**src/rtl/bait_depth_ctrl.sv**
```systemverilog
// Bait vertical position controller: integrates mouse Y motion, commits once
// per frame, and runs the reel-in / landed sequence on button press or catch.
module bait_depth_ctrl #(
  parameter int unsigned GAIN        = 10,
  parameter int unsigned MIN_V       = 720,
  parameter int unsigned MAX_V       = 4650,
  parameter int unsigned REEL_STEP   = 40,
  parameter int unsigned ACC_MAX     = 8000,
  parameter int unsigned LAND_FRAMES = 30
) (
  input  logic        clk,
  input  logic        rst_n,
  input  logic        mouse_valid,
  input  logic [8:0]  mouse_dy,
  input  logic        reel_btn,
  input  logic        catch_evt,
  input  logic        frame_tick,
  output logic [13:0] mouse_v,
  output logic [1:0]  st,
  output logic        hooked,
  output logic        landed
);

  localparam int unsigned CntW = (LAND_FRAMES > 2) ? $clog2(LAND_FRAMES) : 1;

  localparam logic signed [16:0] GainS   = 17'(GAIN);
  localparam logic signed [16:0] AccMaxS = 17'(ACC_MAX);
  localparam logic signed [16:0] MinS    = 17'(MIN_V);
  localparam logic signed [16:0] MaxS    = 17'(MAX_V);
  localparam logic [13:0]        MinV    = 14'(MIN_V);
  localparam logic [13:0]        ReelLim = 14'(MIN_V + REEL_STEP);
  localparam logic [13:0]        Step    = 14'(REEL_STEP);
  localparam logic [CntW-1:0]    CntLast = CntW'(LAND_FRAMES - 1);

  typedef enum logic [1:0] {StFree = 2'd0, StReel = 2'd1, StLanded = 2'd2} state_e;

  state_e                st_q, st_d;
  logic [13:0]           mouse_v_q, mouse_v_d;
  logic signed [14:0]    acc_q, acc_d;
  logic                  hooked_q, hooked_d;
  logic                  landed_q, landed_d;
  logic [CntW-1:0]       land_cnt_q, land_cnt_d;
  logic                  btn_q;

  logic                  btn_rise;
  logic signed [16:0]    delta, acc_sum, pos_sum;
  logic [13:0]           reel_v;

  assign btn_rise = reel_btn & ~btn_q;
  assign delta    = 17'(signed'(mouse_dy)) * GainS;
  assign acc_sum  = 17'(acc_q) + delta;
  assign pos_sum  = signed'({3'b000, mouse_v_q}) + 17'(acc_q);
  assign reel_v   = (mouse_v_q >= ReelLim) ? (mouse_v_q - Step) : MinV;

  always_comb begin
    st_d       = st_q;
    mouse_v_d  = mouse_v_q;
    acc_d      = acc_q;
    hooked_d   = hooked_q;
    landed_d   = 1'b0;
    land_cnt_d = land_cnt_q;
    unique case (st_q)
      StFree: begin
        if (btn_rise || catch_evt) begin
          // Trigger wins over a coincident frame commit; pending motion is dropped.
          st_d     = StReel;
          hooked_d = catch_evt;
          acc_d    = '0;
        end else begin
          if (frame_tick) begin
            if (pos_sum < MinS)      mouse_v_d = MinV;
            else if (pos_sum > MaxS) mouse_v_d = 14'(MAX_V);
            else                     mouse_v_d = pos_sum[13:0];
            acc_d = mouse_valid ? delta[14:0] : '0;
          end else if (mouse_valid) begin
            if (acc_sum > AccMaxS)       acc_d = AccMaxS[14:0];
            else if (acc_sum < -AccMaxS) acc_d = 15'(-AccMaxS);
            else                         acc_d = acc_sum[14:0];
          end
        end
      end
      StReel: begin
        acc_d = '0;
        if (catch_evt) hooked_d = 1'b1;
        if (frame_tick) begin
          mouse_v_d = reel_v;
          if (reel_v == MinV) begin
            st_d       = StLanded;
            landed_d   = 1'b1;
            land_cnt_d = '0;
          end
        end
      end
      StLanded: begin
        acc_d     = '0;
        mouse_v_d = MinV;
        if (frame_tick) begin
          if (land_cnt_q == CntLast) begin
            st_d     = StFree;
            hooked_d = 1'b0;
          end else begin
            land_cnt_d = land_cnt_q + 1'b1;
          end
        end
      end
      default: st_d = StFree;
    endcase
  end

  always_ff @(posedge clk or negedge rst_n) begin
    if (!rst_n) begin
      st_q       <= StFree;
      mouse_v_q  <= MinV;
      acc_q      <= '0;
      hooked_q   <= 1'b0;
      landed_q   <= 1'b0;
      land_cnt_q <= '0;
      btn_q      <= 1'b0;
    end else begin
      st_q       <= st_d;
      mouse_v_q  <= mouse_v_d;
      acc_q      <= acc_d;
      hooked_q   <= hooked_d;
      landed_q   <= landed_d;
      land_cnt_q <= land_cnt_d;
      btn_q      <= reel_btn;
    end
  end

  assign mouse_v = mouse_v_q;
  assign st      = st_q;
  assign hooked  = hooked_q;
  assign landed  = landed_q;

endmodule

```
**config.mk**
```make
export PLATFORM = sky130hd
export DESIGN_NAME = bait_depth_ctrl
export DESIGN_NICKNAME = d
export VERILOG_FILES = /design/src/rtl/bait_depth_ctrl.sv
export SDC_FILE = /design/constraint.sdc
export NUM_CORES = 1
export LEC_CHECK = 0
export ABC_AREA = 1
export BUFFER_PORTS_ARGS = -buffer_cell sky130_fd_sc_hd__buf_2
export CELL_PAD_IN_SITES_DETAIL_PLACEMENT = 2
export CELL_PAD_IN_SITES_GLOBAL_PLACEMENT = 2
export CORE_MARGIN = 3
export CORE_UTILIZATION = 30
export CTS_CLUSTER_DIAMETER = 150
export DETAILED_ROUTE_END_ITERATION = 12
export GPL_TIMING_DRIVEN = 1
export PLACE_DENSITY = 0.77
export SYNTH_ARGS = -nofsm -noshare
export SYNTH_HDL_FRONTEND = slang
export SYNTH_SLANG_ARGS = --single-unit
```
**constraint.sdc**
```tcl
create_clock -name clk -period 2.5 [get_ports clk]
set_clock_uncertainty 0.05 [all_clocks]
set_input_delay 0.375 -clock clk [delete_from_list [all_inputs] [get_ports clk]]
set_output_delay 0.375 -clock clk [all_outputs]
set_load 0.1 [all_outputs]
```
==> summary.txt, run 1 <==
CTS
  • Hold buffers post-CTS: 0
  • CTS buffer count: 5
  • H-tree depth: 2
  • # clock sinks: 38
  • Clock Path Buffers: 2
  • CTS Root Cell: clkbuf_16

Timing
  • Classification of the worst endpoint: register input
  • Grt repair worst endpoint: acc_q[6]$_DFFE_PN0P_/D

Yosys
  • Syn avg cell area: 6.017 um2
  • Sequential share of the synthesized area: about a fifth
  • Number of flops mapped to enable cells by yosys: 0
  • Synth top area share: between 20% and 30%
  • Post-synth top area cell: nand2_1
  • Ys flop type: dfrtp_1
  • Yosys reg bits: 38
  • Synth area leaders: nand2_1 (22%), dfrtp_1 (18%), ha_1 (13%), inv_1 (8.8%), nand3_1 (6.7%)
  • Cells after synthesis: approximately 790
  • Post-synth ARST share: between 90% and 100%
  • Mapped cell area: approximately 4800 um2
  • Net Count, Synth: roughly 860
  • Synth cell types: 42
  • YS warnings: 0

Place
  • Dpl hpwl: 19.17 mm
  • Pre-CTS setup slack: -1.619 ns
  • GP Congestion: between 0.8 and 0.9
  • I/O Buffers: 32
  • Placed Cells: between 1000 and 1500

GRT
  • Pin count of the biggest net entering global routing: 30
  • Initial antenna violation count: 0

Status
  • Halt point of the flow: global routing (5_1_grt)
  • Log Error: [ERROR DPL-0033] detailed placement checks failed during check placement.
  • Status: aborted with a tool error

Floorplan
  • Die Y: around 130 um
  • FP Rows: 45
  • IO Pins: 33
  • Initial Util: 30.96%
  • Die W: 132.0 um
## synth_stat cells, types with 7 or more instances
library cell,number
nand4_1,13
dfrtp_1,34
clkbuf_1,7
o21ai_0,21
xor2_1,11
ha_1,49
inv_1,111
nand3_1,64
nand2_1,273
nor2_1,80
xnor2_1,7
a21oi_1,56
## per-stage QoR
| stage | area [um2] | hold slack, ns |
|---|---|---|
| after floorplan | 4991 | 0.02941 |
| after global placement | 6394 | 0.4194 |
| after detailed placement | 6394 | 0.4561 |
| after CTS | 7435 | 0.1404 |
## cell families after synthesis
logic type | share of synthesized area [%]
AOI/OAI and AO/OA | 10.88
buffers and inverters | 10.44
and+or+nand+nor | 41.56
xor gates and xnor gates | 3.312
adders and majority gates | 13.72
DFF | 20.08
## timing repair
action                     in CTS
setup buffers                  23
resized for setup             186
setup endpoints to repair      36
pin swaps                      89
cloned                          0
==> run 2, diff against run 1 <==
==> config.mk (replaced) <==
export PLATFORM = sky130hd
export DESIGN_NAME = bait_depth_ctrl
export DESIGN_NICKNAME = d
export VERILOG_FILES = /design/src/rtl/bait_depth_ctrl.sv
export SDC_FILE = /design/constraint.sdc
export NUM_CORES = 1
export LEC_CHECK = 0
export ABC_AREA = 1
export BUFFER_PORTS_ARGS = -buffer_cell sky130_fd_sc_hd__buf_2
export CORE_MARGIN = 3
export CORE_UTILIZATION = 22
export DETAILED_ROUTE_END_ITERATION = 12
export GPL_TIMING_DRIVEN = 1
export PLACE_DENSITY_LB_ADDON = 0.15
export SYNTH_ARGS = -nofsm -noshare
export SYNTH_HDL_FRONTEND = slang
export SYNTH_SLANG_ARGS = --single-unit
==> constraint.sdc (replaced) <==
create_clock -name clk -period 3.2 [get_ports clk]
set_clock_uncertainty 0.05 [all_clocks]
set_input_delay 0.48 -clock clk [delete_from_list [all_inputs] [get_ports clk]]
set_output_delay 0.48 -clock clk [all_outputs]
set_load 0.1 [all_outputs]
==> summary.txt, run 2 <==
Pwr
  • Leakage: between 3 and 4 nW
  • Switching Share: 59.17%
  • Clock power frac: slightly above 7%
  • Seq pwr share: about 14%
  • Peak VDD IR: 0.2948 mV
  • Int Pwr: approximately 2.8 mW
  • Switch Pwr: around 4.1 mW
  • Combinational share of power: approximately four fifths
  • Pwr/cell area: between 1000 and 1500 nW/um2

Route
  • Initial drt markers: between 200 and 300
  • Remaining DRCs: 0
  • Routed wire per std cell: 13.21 um
  • Drt total wl: 15.39 mm
  • Via count: 5055
  • Vias per cell: roughly 4.3
  • First-pass detailed-route iteration total: 4
  • Detail Route Antenna Nets: 0

Yosys
  • Sequential share of the synthesized area: 20.08% (unchanged)
  • Most frequent cell after synthesis: nand2_1
  • Post-synth top area cell: nand2_1
  • Synth cell types: 42 (unchanged)
  • Mapped cell area: 4760 um2 (unchanged)
  • YS warnings: 0 (unchanged)
  • Post-synth ARST share: 100.0% (unchanged)
  • Syn avg cell area: 6.017 um2 (unchanged)
  • Synth top area share: 21.53% (unchanged)
  • Number of flops mapped to enable cells by yosys: 0 (unchanged)
  • Cells after synthesis: 791 (unchanged)
  • Ys flop type: dfrtp_1
  • Synth top cells by count: nand2_1 (273), inv_1 (111), nor2_1 (80)
  • Yosys reg bits: 38 (unchanged)
  • Synth area leaders: nand2_1 (22%), dfrtp_1 (18%), ha_1 (13%), inv_1 (8.8%), nand3_1 (6.7%)
  • Net Count, Synth: 857 (unchanged)

CTS
  • Later-pin clock latency in the skew report: around 0.29 ns
  • Clk slew on worst S/H paths: about 0.060 ns
  • CTS Root Cell: clkbuf_16
  • CTS buffer count: 5 (unchanged)
  • Clock Path Buffers: 2 (unchanged)
  • H-tree depth: 2 (unchanged)
  • CTS tree: yes
  • # clock sinks: 38 (unchanged)

Timing
  • Final Worst Setup Slack: -0.3537 ns
  • Achievable clock frequency: between 200 and 300 MHz
  • Final setup viols: 14
  • Slew Viols, Final: 0
  • Slew margin rel.: between 20 and 30%
  • Worst slew pin tran: approximately 1.1 ns
  • Worst hold slack: roughly 0.26 ns
  • Hold Fails Final Rpt: 0
  • Final Critical Period: roughly 3.6 ns
  • Final Cycle Share: 111.1%
  • RSZ-0062 raised after global routing: true

Status
  • Violated checks: negative setup slack
  • Status: finished with violations

Setup path
  • Reg2Reg Setup Slack: 0.35 ns
  • RR Startpoint: acc_q[1]
  • Worst r2r dst: acc_q[3]
  • CP endpoint kind: flip-flop
  • CP startpoint kind: input port
  • Worst Setup EP: acc_q[7]
  • Critical Path Start: mouse_dy[3]
  • Crit-path slowest cell: ha_4
  • Crit path top cell by count: nand2_2
  • WS Path Type: input port to flip-flop
  • Arrival time worst endpoint: about 3.7 ns
  • Worst stage delay on the critical path: roughly 0.31 ns
  • Max FO, Critical Path: 7
  • Critical Path RT: between 3 and 4 ns
  • Register-to-Register Path Depth: 19

Final layout
  • Commonest non-fill, non-tap cells in the layout: nand2_1 (258), inv_1 (106), nor2_1 (75)
  • Area growth, synth to finish: 33.73%
  • Filler cells: 2380
  • Commonest non-fill, non-tap cell in the layout: nand2_1
  • Antenna diodes: 0
  • Layout cell share with drive strength beyond 1: between 20% and 30%
  • Fin nets: around 960

Place
  • GP Congestion: 0.8247 (-7.6%)
  • I/O Buffers: 32 (unchanged)
  • Pre-CTS setup slack: -0.8789 ns (+0.7406 ns)
  • Dpl hpwl: 12.64 mm (-34%)

Worst hold path
  • Hold/Removal Path Class: input port to flip-flop

Floorplan
  • Core Footprint: 21150 um2
  • Die W: 153.1 um (+16%)
  • Die Y: 153.1 um (+16%)
  • FP Rows: 53 (+18%)
  • Die area: approximately 23000 um2
  • Initial Util: 22.50% (-8.5 points)
  • IO Pins: 33 (unchanged)

GRT
  • Initial antenna violation count: 0
  • Global-route wire length before repair: approximately 25 mm
  • Gr usage total: 13.05%
  • GRT overflow: 0
  • Pin count of the biggest net entering global routing: 39
  • Vias in the first global route: ~5000

Run
  • Maxcap violations: 0
## run 2: cell counts after synthesis
No cell type changed its count.
## run 2: worst min path at each step
stage,end,cells past startpoint,slack (ns),startpoint
after floorplan,acc_q[10],0,0.13,rst_n
after global placement,hooked,2,0.44,hooked
after detailed placement,hooked,2,0.43,hooked
after CTS,btn_q,1,0.25,reel_btn
after global routing,btn_q,1,0.25,reel_btn
final,btn_q,1,0.26,reel_btn
## run 2: timing repair
| item | 4_1_cts | 5_1_grt |
|---|---|---|
| cloned | 1 | 0 |
| setup buffers | 13 | 4 |
| hold buffers | 0 | 0 |
| gates resized for setup | 44 | 31 |
| pin swaps | 29 | 35 |
| endpoints found under the setup margin | 14 | 14 |
## run 2: per-layer routing
metal,track usage [%],vias to the layer above,wire length [um]
met5,0,-,0
li1,-,2726,-
met2,22.83,56,7587
met3,1.925,10,386
met4,3.224,0,214
met1,16.90,2263,7205
## run 2: cells by family (layout without fill, tap and decap cells)
logic type | after synthesis | count (layout) | share of synthesized area (%)
AND/OR/NAND/NOR | 464 | 464 | 41.56
adder cells (fa/ha/maj) | 51 | 51 | 13.72
flip-flops | 38 | 38 | 20.08
XOR/XNOR | 18 | 18 | 3.312
AO/OA/AOI/OAI | 94 | 94 | 10.88
buffers and inverters | 126 | 225 | 10.44
## run 2: cell type report
type	instances	area, um2	share of cell area (%)
multi-input combinational	627	3775	59.31
sequential	38	955.9	15.02
timing repair buffer	102	716.9	11.26
inverter	115	434.2	6.821
tap	275	344.1	5.406
clock buffer	6	128.9	2.025
clock inverter	2	10.01	0.1573
## run 2: worst max-delay path, delay by kind of cell
family | cells | cell delay [ns]
adders and majority gates | 3 | 0.84
AOI/OAI and AO/OA | 2 | 0.25
buffers and inverters | 8 | 0.79
xor gates and xnor gates | 2 | 0.41
and+or+nand+nor | 14 | 0.91
## run 2: power by group through the flow
stage	clock, mW	combinational (mW)	sequential [mW]
after floorplan	0	3.04	1.59
after global placement	0	5.09	0.983
after detailed placement	0	5.05	0.985
after CTS	0.529	5.41	0.980
after global routing	0.541	6.08	1.02
final	0.499	5.41	0.977
## run 2: metrics by stage
step	area [um2]	power [mW]	setup TNS [ns]	utilization (%)	std cells
6_report	6365	6.887	-4.041	30.09	1165
5_1_grt	6365	7.633	-7.274	30.09	1165
4_1_cts	6222	6.915	-4.589	29.41	1163
3_5_place_dp	5782	6.036	-11.36	27.33	1141
3_3_place_gp	5782	6.074	-11.53	27.33	1141
2_1_floorplan	4925	4.638	-2.258	-	791
No activity file was read; power rests on OpenSTA's default activity.
